## src/rtl/apb_stream_fifo.sv

```systemverilog
// apb_stream_fifo: APB slave bridging a TX FIFO (APB writes -> stream out)
// and an RX FIFO (stream in -> APB reads). Each transfer takes one wait state.
// Optional feature: define APB_STREAM_FIFO_IRQ_EN to add a registered irq output.
module apb_stream_fifo #(
    parameter int DATA_W = 8,
    parameter int DEPTH  = 16,
    parameter int CNT_W  = $clog2(DEPTH) + 1
) (
    input  logic              PCLK,
    input  logic              PRESET,
    input  logic [3:0]        PADDR,
    input  logic [31:0]       PWDATA,
    input  logic              PWRITE,
    input  logic              PENABLE,
    input  logic              PSEL,
    output logic [31:0]       PRDATA,
    output logic              PREADY,
    output logic [DATA_W-1:0] tx_data,
    output logic              tx_valid,
    input  logic              tx_ready,
    input  logic [DATA_W-1:0] rx_data,
    input  logic              rx_valid,
    output logic              rx_ready
`ifdef APB_STREAM_FIFO_IRQ_EN
    ,
    output logic              irq
`endif
);

    localparam int PTR_W = $clog2(DEPTH);

    typedef enum logic [1:0] {
        REG_STATUS = 2'd0,
        REG_TXDATA = 2'd1,
        REG_RXDATA = 2'd2,
        REG_CTRL   = 2'd3
    } reg_e;

    reg_e reg_sel;
    assign reg_sel = reg_e'(PADDR[3:2]);

    // APB handshake decode
    logic access, wr_done, rd_done;
    assign access  = PSEL & PENABLE & ~PREADY;
    assign wr_done = PSEL & PENABLE & PREADY & PWRITE;
    assign rd_done = PSEL & PENABLE & PREADY & ~PWRITE;

    logic ctrl_wr, tx_flush, rx_flush, clr_flags;
    assign ctrl_wr   = wr_done && (reg_sel == REG_CTRL);
    assign tx_flush  = ctrl_wr & PWDATA[0];
    assign rx_flush  = ctrl_wr & PWDATA[1];
    assign clr_flags = ctrl_wr & PWDATA[2];

    // FIFO storage and bookkeeping
    logic [DATA_W-1:0] tx_mem [DEPTH];
    logic [DATA_W-1:0] rx_mem [DEPTH];
    logic [PTR_W-1:0]  tx_wr_ptr, tx_rd_ptr, rx_wr_ptr, rx_rd_ptr;
    logic [CNT_W-1:0]  tx_count, rx_count;
    logic              tx_empty, tx_full, rx_empty, rx_full;
    logic              tx_ovf, rx_udf, rd_udf;
    logic [1:0]        ctrl_en;
    logic [31:0]       rd_data;

    assign tx_empty = (tx_count == '0);
    assign tx_full  = (tx_count == CNT_W'(DEPTH));
    assign rx_empty = (rx_count == '0);
    assign rx_full  = (rx_count == CNT_W'(DEPTH));

    assign tx_valid = ~tx_empty;
    assign tx_data  = tx_mem[tx_rd_ptr];
    assign rx_ready = ~rx_full;

    logic tx_wr, tx_push, tx_pop, rx_rd, rx_push, rx_pop;
    assign tx_wr   = wr_done && (reg_sel == REG_TXDATA);
    assign tx_push = tx_wr & ~tx_full;
    assign tx_pop  = tx_valid & tx_ready;
    assign rx_push = rx_valid & rx_ready;
    assign rx_rd   = rd_done && (reg_sel == REG_RXDATA);
    // rd_udf was captured when PRDATA was loaded, so the pop matches the data returned.
    assign rx_pop  = rx_rd & ~rd_udf;

    // TX FIFO pointers and occupancy; flush overrides any push/pop
    always_ff @(posedge PCLK) begin
        if (PRESET || tx_flush) begin
            tx_wr_ptr <= '0;
            tx_rd_ptr <= '0;
            tx_count  <= '0;
        end else begin
            if (tx_push) tx_wr_ptr <= tx_wr_ptr + 1'b1;
            if (tx_pop)  tx_rd_ptr <= tx_rd_ptr + 1'b1;
            tx_count <= tx_count + CNT_W'(tx_push) - CNT_W'(tx_pop);
        end
    end

    // RX FIFO pointers and occupancy; flush overrides any push/pop
    always_ff @(posedge PCLK) begin
        if (PRESET || rx_flush) begin
            rx_wr_ptr <= '0;
            rx_rd_ptr <= '0;
            rx_count  <= '0;
        end else begin
            if (rx_push) rx_wr_ptr <= rx_wr_ptr + 1'b1;
            if (rx_pop)  rx_rd_ptr <= rx_rd_ptr + 1'b1;
            rx_count <= rx_count + CNT_W'(rx_push) - CNT_W'(rx_pop);
        end
    end

    // FIFO data arrays
    // NOTE: storage is not reset; the counts alone define which entries are valid.
    always_ff @(posedge PCLK) begin
        if (tx_push) tx_mem[tx_wr_ptr] <= PWDATA[DATA_W-1:0];
        if (rx_push) rx_mem[rx_wr_ptr] <= rx_data;
    end

    // Sticky error flags and CTRL enables; a new error beats a same-cycle clear
    always_ff @(posedge PCLK) begin
        if (PRESET) begin
            tx_ovf  <= 1'b0;
            rx_udf  <= 1'b0;
            ctrl_en <= 2'b00;
        end else begin
            if (tx_wr && tx_full)     tx_ovf <= 1'b1;
            else if (clr_flags)       tx_ovf <= 1'b0;
            if (rx_rd && rd_udf)      rx_udf <= 1'b1;
            else if (clr_flags)       rx_udf <= 1'b0;
            if (ctrl_wr)              ctrl_en <= PWDATA[5:4];
        end
    end

    // Read data mux for the addressed register
    // NOTE: default assigned first so no path leaves rd_data unassigned (no latch).
    always_comb begin
        rd_data = '0;
        case (reg_sel)
            REG_STATUS: rd_data = {8'h00, 8'(rx_count), 8'(tx_count), 2'b00,
                                   rx_udf, tx_ovf, tx_empty, rx_full, tx_full, rx_empty};
            REG_RXDATA: if (!rx_empty) rd_data = 32'(rx_mem[rx_rd_ptr]);
            REG_CTRL:   rd_data = {26'd0, ctrl_en, 4'b0000};
            default:    rd_data = '0;
        endcase
    end

    // APB response: one wait state, PRDATA loaded as PREADY rises
    always_ff @(posedge PCLK) begin
        if (PRESET) begin
            PREADY <= 1'b0;
            PRDATA <= '0;
            rd_udf <= 1'b0;
        end else begin
            PREADY <= access;
            if (access) rd_udf <= rx_empty;
            if (access && !PWRITE) PRDATA <= rd_data;
        end
    end

`ifdef APB_STREAM_FIFO_IRQ_EN
    // Registered interrupt from enabled FIFO conditions and sticky errors
    always_ff @(posedge PCLK) begin
        if (PRESET) irq <= 1'b0;
        else        irq <= (ctrl_en[0] & ~rx_empty) | (ctrl_en[1] & tx_empty) | tx_ovf | rx_udf;
    end
`endif

    // Address LSBs and upper write-data bits are intentionally ignored.
    logic unused;
    assign unused = ^{PADDR[1:0], PWDATA};

endmodule

```

## config.mk

```make
export PLATFORM = sky130hd
export DESIGN_NAME = apb_stream_fifo
export DESIGN_NICKNAME = d
export VERILOG_FILES = /design/src/rtl/apb_stream_fifo.sv
export SDC_FILE = /design/constraint.sdc
export NUM_CORES = 1
export LEC_CHECK = 0
export BUFFER_PORTS_ARGS = -buffer_cell sky130_fd_sc_hd__buf_2
export CAP_MARGIN = 5
export CORE_ASPECT_RATIO = 1.1
export CORE_MARGIN = 2
export CORE_UTILIZATION = 41
export CTS_CLUSTER_DIAMETER = 120
export DETAILED_ROUTE_END_ITERATION = 12
export SETUP_SLACK_MARGIN = 0.3
export SYNTH_ARGS = -nofsm -noshare
export SYNTH_HDL_FRONTEND = slang
export SYNTH_SLANG_ARGS = --single-unit
export TNS_END_PERCENT = 20
```

## constraint.sdc

```tcl
create_clock -name PCLK -period 5.9 [get_ports PCLK]
set_input_delay 0.295 -clock PCLK [delete_from_list [all_inputs] [get_ports PCLK]]
set_output_delay 0.295 -clock PCLK [all_outputs]
set_load 0.02 [all_outputs]
```

==> impl_results.md, run 1 <==
- Adder-cell share of the synthesized area: roughly 2.3%
- RSZ-0062 raised after global routing: no
- Cts bufs inserted: 34
- First-pass GRT wire length: ~38000 um
- Worst EP required: around 5600 ps
- Asr flop ratio synth: 0%
- # setup viols final: 0
- Tightest Pin Transition: 1066 ps
- Netlist Area Pre-Place: ~13000 um^2
- Status: finished clean
- Multiplexer area fraction after synthesis: ~14%
- Max Clock Freq: between 300 and 400 MHz
- Cells after DPL: roughly 1200
- Max-cap violation count: 0
- Area grow syn2layout: 12.57%
- Pre-CTS setup slack: about 3100 ps
- Clock latency on the worst-skew pair: about 500 ps
- Clk slew on worst S/H paths: 60 ps
- Min-Delay Endpoint: PREADY
- GRT Overall Usage: 15.46%
- Dpl cell area: between 10000 and 15000 um^2
- Primary FF master, synth: edfxtp_1
- Via density: just over 5
- Worst Hold Class: in2reg
- Diodes inserted: 0
- Post-synthesis simple-gate area fraction: 6.635%
- Flop2flop setup slack: between 3000 and 4000 ps
- Die Wd: 172.1 um
- TritonCTS clock tree: yes
- Ports: between 90 and 100
- Core Footprint: between 30000 and 40000 um^2
- Period utilisation layout: between 50 and 60%
- Clock Root Buffer: clkbuf_16
- Post-cts resize count: 0
- Final wirelength: ~24000 um
- DRC viols: 0
- Hpwl dp: approximately 16000 um
- Deepest clock path buffer count: 3
- Routed Antenna Nets: 0
- Setup TNS: 0 ps
- Compound-Gate Fraction of Synth Area: ~2.8%
- EDFF count, synth: about 260
- Critical Path AT: just under 3000 ps
- Die outline area: 32520 um^2
- Commonest non-fill, non-tap cell in the layout: edfxtp_1
- Cells after synthesis: approximately 740
- Pin count of the biggest net entering global routing: 33
- Number of fillers in the final layout: 2647
- Final slew viol count: 0
- Hold Vio Cnt, Final: 0
- Max-slew headroom: between 20 and 30%
- Post-layout min period: around 3200 ps
- Initial core utilization: 41.77%
- Grt ovf: 0
- WS Path Type: reg2out
- Final instance area: between 10000 and 15000 um^2
- Reg2Reg Capture Point: tx_count[4]
- Peak VDD IR: between 200 and 300 uV
- Post-synth top area share: ~60%
- Commonest non-fill, non-tap cells in the layout: edfxtp_1, nor2_1, dfxtp_1, buf_2, mux4_2
- CP max FO: 32
- FF-to-FF Start: tx_count[2]
- Synth area leaders: edfxtp_1, dfxtp_1, mux4_2, mux4_1, ha_1
- Finished Layout Cells: between 1000 and 1500
- Initial DRT Pass Iterations: 4
- GP Congestion: a little over 0.7
- Routed wire per std cell: approximately 20 um
- Initial antenna violation count: 0
- Yosys reg bits: between 300 and 400
- Fin nets: between 800 and 900
- Share of layout cells above drive strength 1: approximately 20%
- Initial DRC Count: a little over 400
- CP Capture Type: output port
- Vias: ~6300
- Hold Buf Count CTS: 0
- Main combinational cell family by area after synthesis: multiplexers
- Final WS setup: 2678 ps
- Power Dens Cells: 358.8 nW/um^2
- Register area share after synthesis: between 60% and 70%
- Xor-xnor portion of the synthesized cell area: roughly 1.3%
- Yosys top cell by area: edfxtp_1
- H-tree depth: 2
- Hold Crit Depth: 3
- Register-to-Register Path Depth: 13
- Leak pwr: between 4 and 5 nW
- Setup crit start kind: flip-flop
- Chip Height: 188.9 um
- Unique masters post-synth: 53
- Postcts setup bufs: 0
- YS warnings: 0
- Input/output buffers: 53
- Start point of the worst hold path: PENABLE
- CTS sink cnt: about 310
- Vias in the first global route: 6460
- Design Power: 0.005149 W
- Post-synthesis area per instance: 17.30 um^2
- Clock Skew: 7.609 ps
- Row count: 67
-- per-layer routing --
metal / vias up / global-route usage (%) / part of all wire, %
li1: 2974 / - / -
met1: 3201 / 20.46 / 43
met2: 117 / 26.57 / 51
met3: 31 / 2.613 / 3.7
met4: 0 / 3.911 / 2.0
met5: - / 0 / 0
-- per-stage QoR --
step | hold slack, ps | util (%)
detailed placement | 450.0 | 43.71
global route | 104.9 | 47.03
global placement | 437.1 | 43.71
CTS | 95.78 | 47.03
floorplan | 393.9 | -
finish | 120.4 | 47.03
-- synth_stat cells, drive strengths merged (2+ instances only) --
master	n
nor4	3
a21oi	26
nand4	5
xor2	9
inv	17
nand4b	3
and4	2
and2	3
ha	20
nor3b	3
mux4	72
a22o	2
mux2i	13
or3	2
xnor2	10
a21o	7
and3	5
clkbuf	10
a31oi	3
fa	2
nor2	62
nand2	31
a22oi	4
buf	41
o21ai	9
nand4bb	3
nand2b	9
dfxtp	58
nand3	17
edfxtp	256
or4b	2
o31a	2
nor3	11
nor2b	4
a221oi	3
-- cells by family after synthesis --
family | after synthesis
other | 1
and+or+nand+nor | 169
adders and majority gates | 22
buffers and inverters | 68
muxes | 85
xor gates and xnor gates | 19
DFF | 314
AOI/OAI and AO/OA | 59
-- layout make-up --
type / count / area [um^2] / share of cell area, %
clock buffer: 40 / 894.6 / 6.234
clock inverter: 19 / 117.6 / 0.8196
inverter: 17 / 63.81 / 0.4447
multi-input combinational: 368 / 3593 / 25.04
sequential: 314 / 8852 / 61.69
tap: 414 / 518.0 / 3.610
timing repair buffer: 59 / 310.3 / 2.162
-- flip-flops by register name (all words and copies together), names as in the netlist, named ones only --
signal	flops
PREADY	1
rx_udf	1
ctrl_en	2
rd_udf	1
PRDATA	18
tx_rd_ptr	4
tx_mem	128
tx_ovf	1
rx_rd_ptr	4
rx_count	5
tx_count	5
rx_wr_ptr	4
rx_mem	128
tx_wr_ptr	4
-- power breakdown --
group	internal, W	switching (W)	total, W
Combinational	0.000316	0.000317	0.000633
Sequential	0.00246	0.000120	0.00258
Clock	0.00113	0.000807	0.00193
Total	0.00390	0.00124	0.00515
-- worst max path at each step --
stage / startpoint / endpoint / slack, ps / cells after the start
floorplan: tx_count[2] / tx_count[4] / 3150 / 14
global placement: tx_count[2] / tx_count[4] / 3090 / 13
detailed placement: tx_count[2] / tx_count[4] / 3120 / 13
CTS: flip-flop / tx_data[1] / 2620 / 3
global route: flip-flop / tx_data[0] / 2540 / 3
finish: flip-flop / tx_data[1] / 2680 / 3
-- critical path, cell delays in order, from the launching register on --
cell     delay, ps
dfxtp_2       1000
mux4_1         710
mux4_2         490
buf_2          180
Power figures use the tool's default switching activity.
==> run 2, diff against run 1 <==
- clock period: 5.9 -> 2.75 ns (I/O delays scaled with it)
==> run 2 against run 1 <==
Effect of this change: register-to-register slack worse by 2800 ps; cell area up 3.7%; count of clock-buffer cells in the layout rose by 3; highest routed layer unchanged.
==> impl_results.md, run 2 (same netlist as run 1, synthesis figures left out) <==
- Worst hold slack: 21.24 ps (-99.18 ps)
- Initial DRC Count: 474 (+16%)
- Core Footprint: 30510 um^2 (unchanged)
- Initial antenna violation count: 0 (unchanged)
- Hold Vio Cnt, Final: 0 (unchanged)
- Fin nets: 923 (+6.5%)
- CP max FO: 9 (-72%)
- Chip Height: 188.9 um (unchanged)
- GRT Overall Usage: 16.04% (+0.58 points)
- Setup crit start kind: flip-flop
- Pin count of the biggest net entering global routing: 33 (unchanged)
- Die Wd: 172.1 um (unchanged)
- Max-slew headroom: 42.73% (+14 points)
- Clk slew on worst S/H paths: 60 ps (about the same)
- Diodes inserted: 0 (unchanged)
- Peak VDD IR: 437.4 uV (+68%)
- Routed wire per std cell: 19.77 um (about the same)
- Worst Hold Class: in2reg
- Row count: 67 (unchanged)
- Input/output buffers: 53 (unchanged)
- Final slew viol count: 0 (unchanged)
- Register-to-Register Path Depth: 13 (unchanged)
- Leak pwr: 4.999 nW (+5.8%)
- FF-to-FF Start: tx_count[3]
- Vias: 6513 (+3.0%)
- Hpwl dp: 16700 um (+4.4%)
- Ports: 94 (unchanged)
- RSZ-0062 raised after global routing: yes
- WS Path Type: reg2out
- Setup TNS: 0 ps (unchanged)
- Critical Path AT: 2350 ps (-580 ps)
- GP Congestion: 0.7570 (+5.1%)
- TritonCTS clock tree: yes
- Clock Root Buffer: clkbuf_16
- Via density: 5.057 (-1.6%)
- # setup viols final: 0 (unchanged)
- CP Capture Type: output port
- Max-cap violation count: 0 (unchanged)
- H-tree depth: 2 (unchanged)
- Cts bufs inserted: 34 (unchanged)
- Clock Skew: 15.17 ps (+7.563 ps)
- Commonest non-fill, non-tap cells in the layout: edfxtp_1, nor2_1, mux4_2, dfxtp_1, buf_4
- Grt ovf: 0 (unchanged)
- Vias in the first global route: 6709 (+3.9%)
- Initial core utilization: 41.77% (unchanged)
- Deepest clock path buffer count: 3 (unchanged)
- Finished Core Util: 48.79% (+1.8 points)
- Start point of the worst hold path: rx_data[6]
- Share of layout cells above drive strength 1: 27.23% (+7.4 points)
- Max Clock Freq: around 400 MHz
- CTS sink cnt: 314 (unchanged)
- Die outline area: 32520 um^2 (unchanged)
- Crit-path slowest cell: mux4_1
- Tightest Pin Transition: 855.8 ps (-210.6 ps)
- Critical Path, Cell by Cell: buf_12 > mux4_1 > mux4_2 > buf_2
- CP delay by family, top: multiplexers
- Buffer and inverter count on the worst path: 2 (+1)
- Worst stage delay on the critical path: 590 ps (-410 ps)
- Period utilisation layout: roughly nine tenths
- Largest regs: rx_mem (128), tx_mem (128), PRDATA (18)
- Post-layout min period: between 2000 and 2500 ps
- Clock latency on the worst-skew pair: 510 ps (about the same)
- Power Dens Cells: 766.0 nW/um^2 (+110%)
- Routed Antenna Nets: 0 (unchanged)
- Commonest non-fill, non-tap cell in the layout: edfxtp_1
- Worst EP required: 2610 ps (-3000 ps)
- First-pass GRT wire length: 39480 um (+3.8%)
- Design Power: 0.01140 W (+120%)
- Hold Crit Depth: 1 (-2)
- DRC viols: 0 (unchanged)
- Area grow syn2layout: 16.79%
- Status: finished clean
- Cell depth of the worst setup path: 4 (+1)
- Final wirelength: 25470 um (+4.6%)
- Initial DRT Pass Iterations: 4 (unchanged)
==> run 2: metrics by stage <==
stage	setup WS, ps	area [um^2]	std cells
after floorplan	268.8	12820	750
after global placement	230.0	13680	1214
after detailed placement	208.4	13680	1214
after CTS	234.8	14840	1286
after global routing	189.5	14890	1288
final	267.4	14890	1288
==> run 2: final cells by class <==
class | instances | area, um^2
clock inverter | 17 | 123.9
timing repair buffer | 115 | 843.3
inverter | 17 | 63.81
tap | 414 | 518.0
clock buffer | 43 | 894.6
multi-input combinational | 368 | 3585
sequential | 314 | 8860
fill | 2618 | 15630
==> run 2: worst paths after layout <==
kind	to	slack [ps]
worst max-delay path	tx_data[1]	270
worst min-delay path	rx_mem[1][6]	20
worst max register to register	tx_count[4]	360
worst min register to register	PRDATA[11]	450
==> run 2: worst register-to-register path: cells and delay by family, from the launching register on <==
family,cells,cell delay (ps)
buffers and inverters,2,130
adders and majority gates,3,650
DFF,1,330
and+or+nand+nor,6,940
AOI/OAI and AO/OA,2,200
==> run 2: per-layer routing <==
layer	wire length, um	GRT usage [%]	share of wire, %
met2	12750	27.23	50
met3	823	2.571	3.2
met1	11310	21.26	44
met4	580	4.880	2.3
met5	0	0	0
==> run 2: report_power, final <==
group / internal (W) / switching [W]
Combinational: 0.000913 / 0.000890
Clock: 0.00241 / 0.00176
Sequential: 0.00529 / 0.000137
Total: 0.00861 / 0.00279
==> run 2: what timing repair did <==
action	in CTS	in global routing
pin swaps	2	3
endpoints found under the setup margin	9	10
gates cloned	1	0
gates resized for setup	23	13
setup buffers	4	2
endpoints found under the hold margin	31	0
hold buffers	7	0
==> run 3, diff against run 2 <==
- CTS_CLUSTER_SIZE: not set -> 20
- PLACE_DENSITY_LB_ADDON: not set -> 0.2
==> run 3 against run 2 <==
Effect of this change: clock power down 35%; register-to-register slack worse by 60 ps; critical path depth up 1; global-route usage about the same; core utilization down 1.0 points; total power down 9.4%; cell area down 2.1%; combinational power up 22%; highest routed layer unchanged; clock skew down 2.6 ps; final cell count down 1.0%; fmax up 0.29%; setup slack better by 7.1 ps.
==> impl_results.md, run 3 (same netlist as run 1, synthesis figures left out) <==
- Status: finished clean
- Commonest non-fill, non-tap cells in the layout: edfxtp_1, mux4_2, nor2_1, buf_4, dfxtp_1
- Post-layout min period: 2475 ps (-7.122 ps)
- Worst stage delay on the critical path: 500 ps (-90 ps)
- Peak VDD IR: 428.9 uV (-1.9%)
- GRT Overall Usage: 16.03% (about the same)
- Dpl cell area: 13630 um^2 (-0.37%)
- Tightest Pin Transition: 929.1 ps (+73.31 ps)
- Row count: 67 (unchanged)
- Pin count of the biggest net entering global routing: 33 (unchanged)
- GP Congestion: 0.7476 (-1.2%)
- Setup crit start kind: flip-flop
- Crit-path slowest cell: mux4_2
- Worst Hold Class: in2reg
- Clock latency on the worst-skew pair: 510 ps (about the same)
- Vias in the first global route: 6812 (+1.5%)
- Initial DRC Count: 419 (-12%)
- Die outline area: 32520 um^2 (unchanged)
- Input/output buffers: 53 (unchanged)
- Diodes inserted: 0 (unchanged)
- Critical Path, Cell by Cell: buf_12 > buf_16 > mux4_2 > mux4_2 > buf_6
- Max-cap violation count: 0 (unchanged)
- # setup viols final: 0 (unchanged)
- Vias: 6609 (+1.5%)
- Setup TNS: 0 ps (unchanged)
- Clock Root Buffer: clkbuf_16
- CP max FO: 5 (-4)
- Share of layout cells above drive strength 1: 27.99% (+0.76 points)
- Hold Vio Cnt, Final: 0 (unchanged)
- Chip Height: 188.9 um (unchanged)
- H-tree depth: 1 (-1)
- Fin nets: 922 (-0.11%)
- Via density: 5.184 (+2.5%)
- Final slew viol count: 0 (unchanged)
- Deepest clock path buffer count: 3 (unchanged)
- Routed Antenna Nets: 0 (unchanged)
- Initial core utilization: 41.77% (unchanged)
- Initial DRT Pass Iterations: 5 (+1)
- Core Footprint: 30510 um^2 (unchanged)
- Area grow syn2layout: 14.38%
- CP Capture Type: output port
- Grt ovf: 0 (unchanged)
- Cts bufs inserted: 19 (-44%)
- Final wirelength: 25800 um (+1.3%)
- Commonest non-fill, non-tap cell in the layout: edfxtp_1
- Critical Path AT: 2340 ps (about the same)
- Critical Path Most Common Cell: mux4_2
- Die Wd: 172.1 um (unchanged)
- Largest regs: rx_mem (128), tx_mem (128), PRDATA (18)
- Max-slew headroom: 37.96% (-4.8 points)
- First-pass GRT wire length: 39350 um (-0.33%)
- Max Clock Freq: 404.0 MHz (+0.29%)
- Worst EP required: 2610 ps (about the same)
- DRC viols: 0 (unchanged)
- Clock Skew: 12.59 ps (-2.579 ps)
- WS Path Type: reg2out
- Initial antenna violation count: 0 (unchanged)
- Routed wire per std cell: 20.23 um (+2.3%)
- TritonCTS clock tree: yes
- Leak pwr: 4.815 nW (-3.7%)
- Ports: 94 (unchanged)
- Clk slew on worst S/H paths: 80 ps (+20 ps)
- Period utilisation layout: 90.02% (-0.26 points)
- Hpwl dp: 17150 um (+2.7%)
- Worst hold slack: 9.726 ps (-11.51 ps)
- Final instance area: 14580 um^2 (-2.1%)
- Power Dens Cells: 708.6 nW/um^2 (-7.5%)
- RSZ-0062 raised after global routing: yes
- CTS sink cnt: 314 (unchanged)
## run 3: changes by cell type in the layout (fill, tap and decap cells not counted), sizes merged
cell,delta
buf,+16
bufinv,-1
clkbuf,-11
clkinv,-12
clkinvlp,-1
dlygate4sd3,-2
inv,-2
## run 3: worst max-delay path: cells and delay by family, from the launching register on
family	cells	cell delay, ps
flops	1	390
mux	2	1000
buf+inv	3	430
## run 3: metal layers
| metal | vias up | wire length, um | track usage (%) |
|---|---|---|---|
| met5 | - | 0 | 0 |
| met4 | 0 | 542 | 3.749 |
| met3 | 35 | 832 | 1.839 |
| met2 | 111 | 14000 | 29.94 |
| met1 | 3415 | 10420 | 19.77 |
| li1 | 3048 | - | - |
## run 3: power by group
group	switching, W	internal, W	leakage (nW)	total (W)
clock network	0.00142	0.00131	0.254	0.00273
registers	0.000127	0.00528	2.78	0.00541
logic	0.00103	0.00116	1.78	0.00219
## run 3: worst paths after layout
kind / slack (ps) / from / depth (start not counted) / endpoint
setup / recovery: 270 / flip-flop / 5 / tx_data[1]
setup reg to reg: 300 / tx_count[2] / 13 / tx_count[4]
hold / removal: 10 / rx_valid / 4 / rx_wr_ptr[3]
hold reg to reg: 460 / PRDATA[12] / 2 / PRDATA[12]
## run 3: final cells by class
cell class,count,area (um^2)
tap,414,518.0
inverter,17,63.81
multi-input combinational,368,3563
clock inverter,1,8.758
timing repair buffer,129,1040
fill,2646,15930
clock buffer,32,524.3
sequential,314,8862
## run 3: repair_timing
action	4_1_cts	5_1_grt
resized for setup	50	24
hold endpoints to repair	25	0
hold buffers	5	0
setup buffers	22	3
setup endpoints to repair	10	43
gates cloned	3	0
pin swaps	7	7
## run 3: per-stage QoR
step           std cells  utilization (%)  power [W]  setup slack, ps
6_report            1275            47.78    0.01033            274.6
5_1_grt             1275            47.78    0.01080            202.2
4_1_cts             1272            47.53    0.01033            240.8
3_5_place_dp        1209            44.68   0.007139            86.44
3_3_place_gp        1209            44.68   0.007069            216.3
2_1_floorplan        750                -   0.006729            268.8
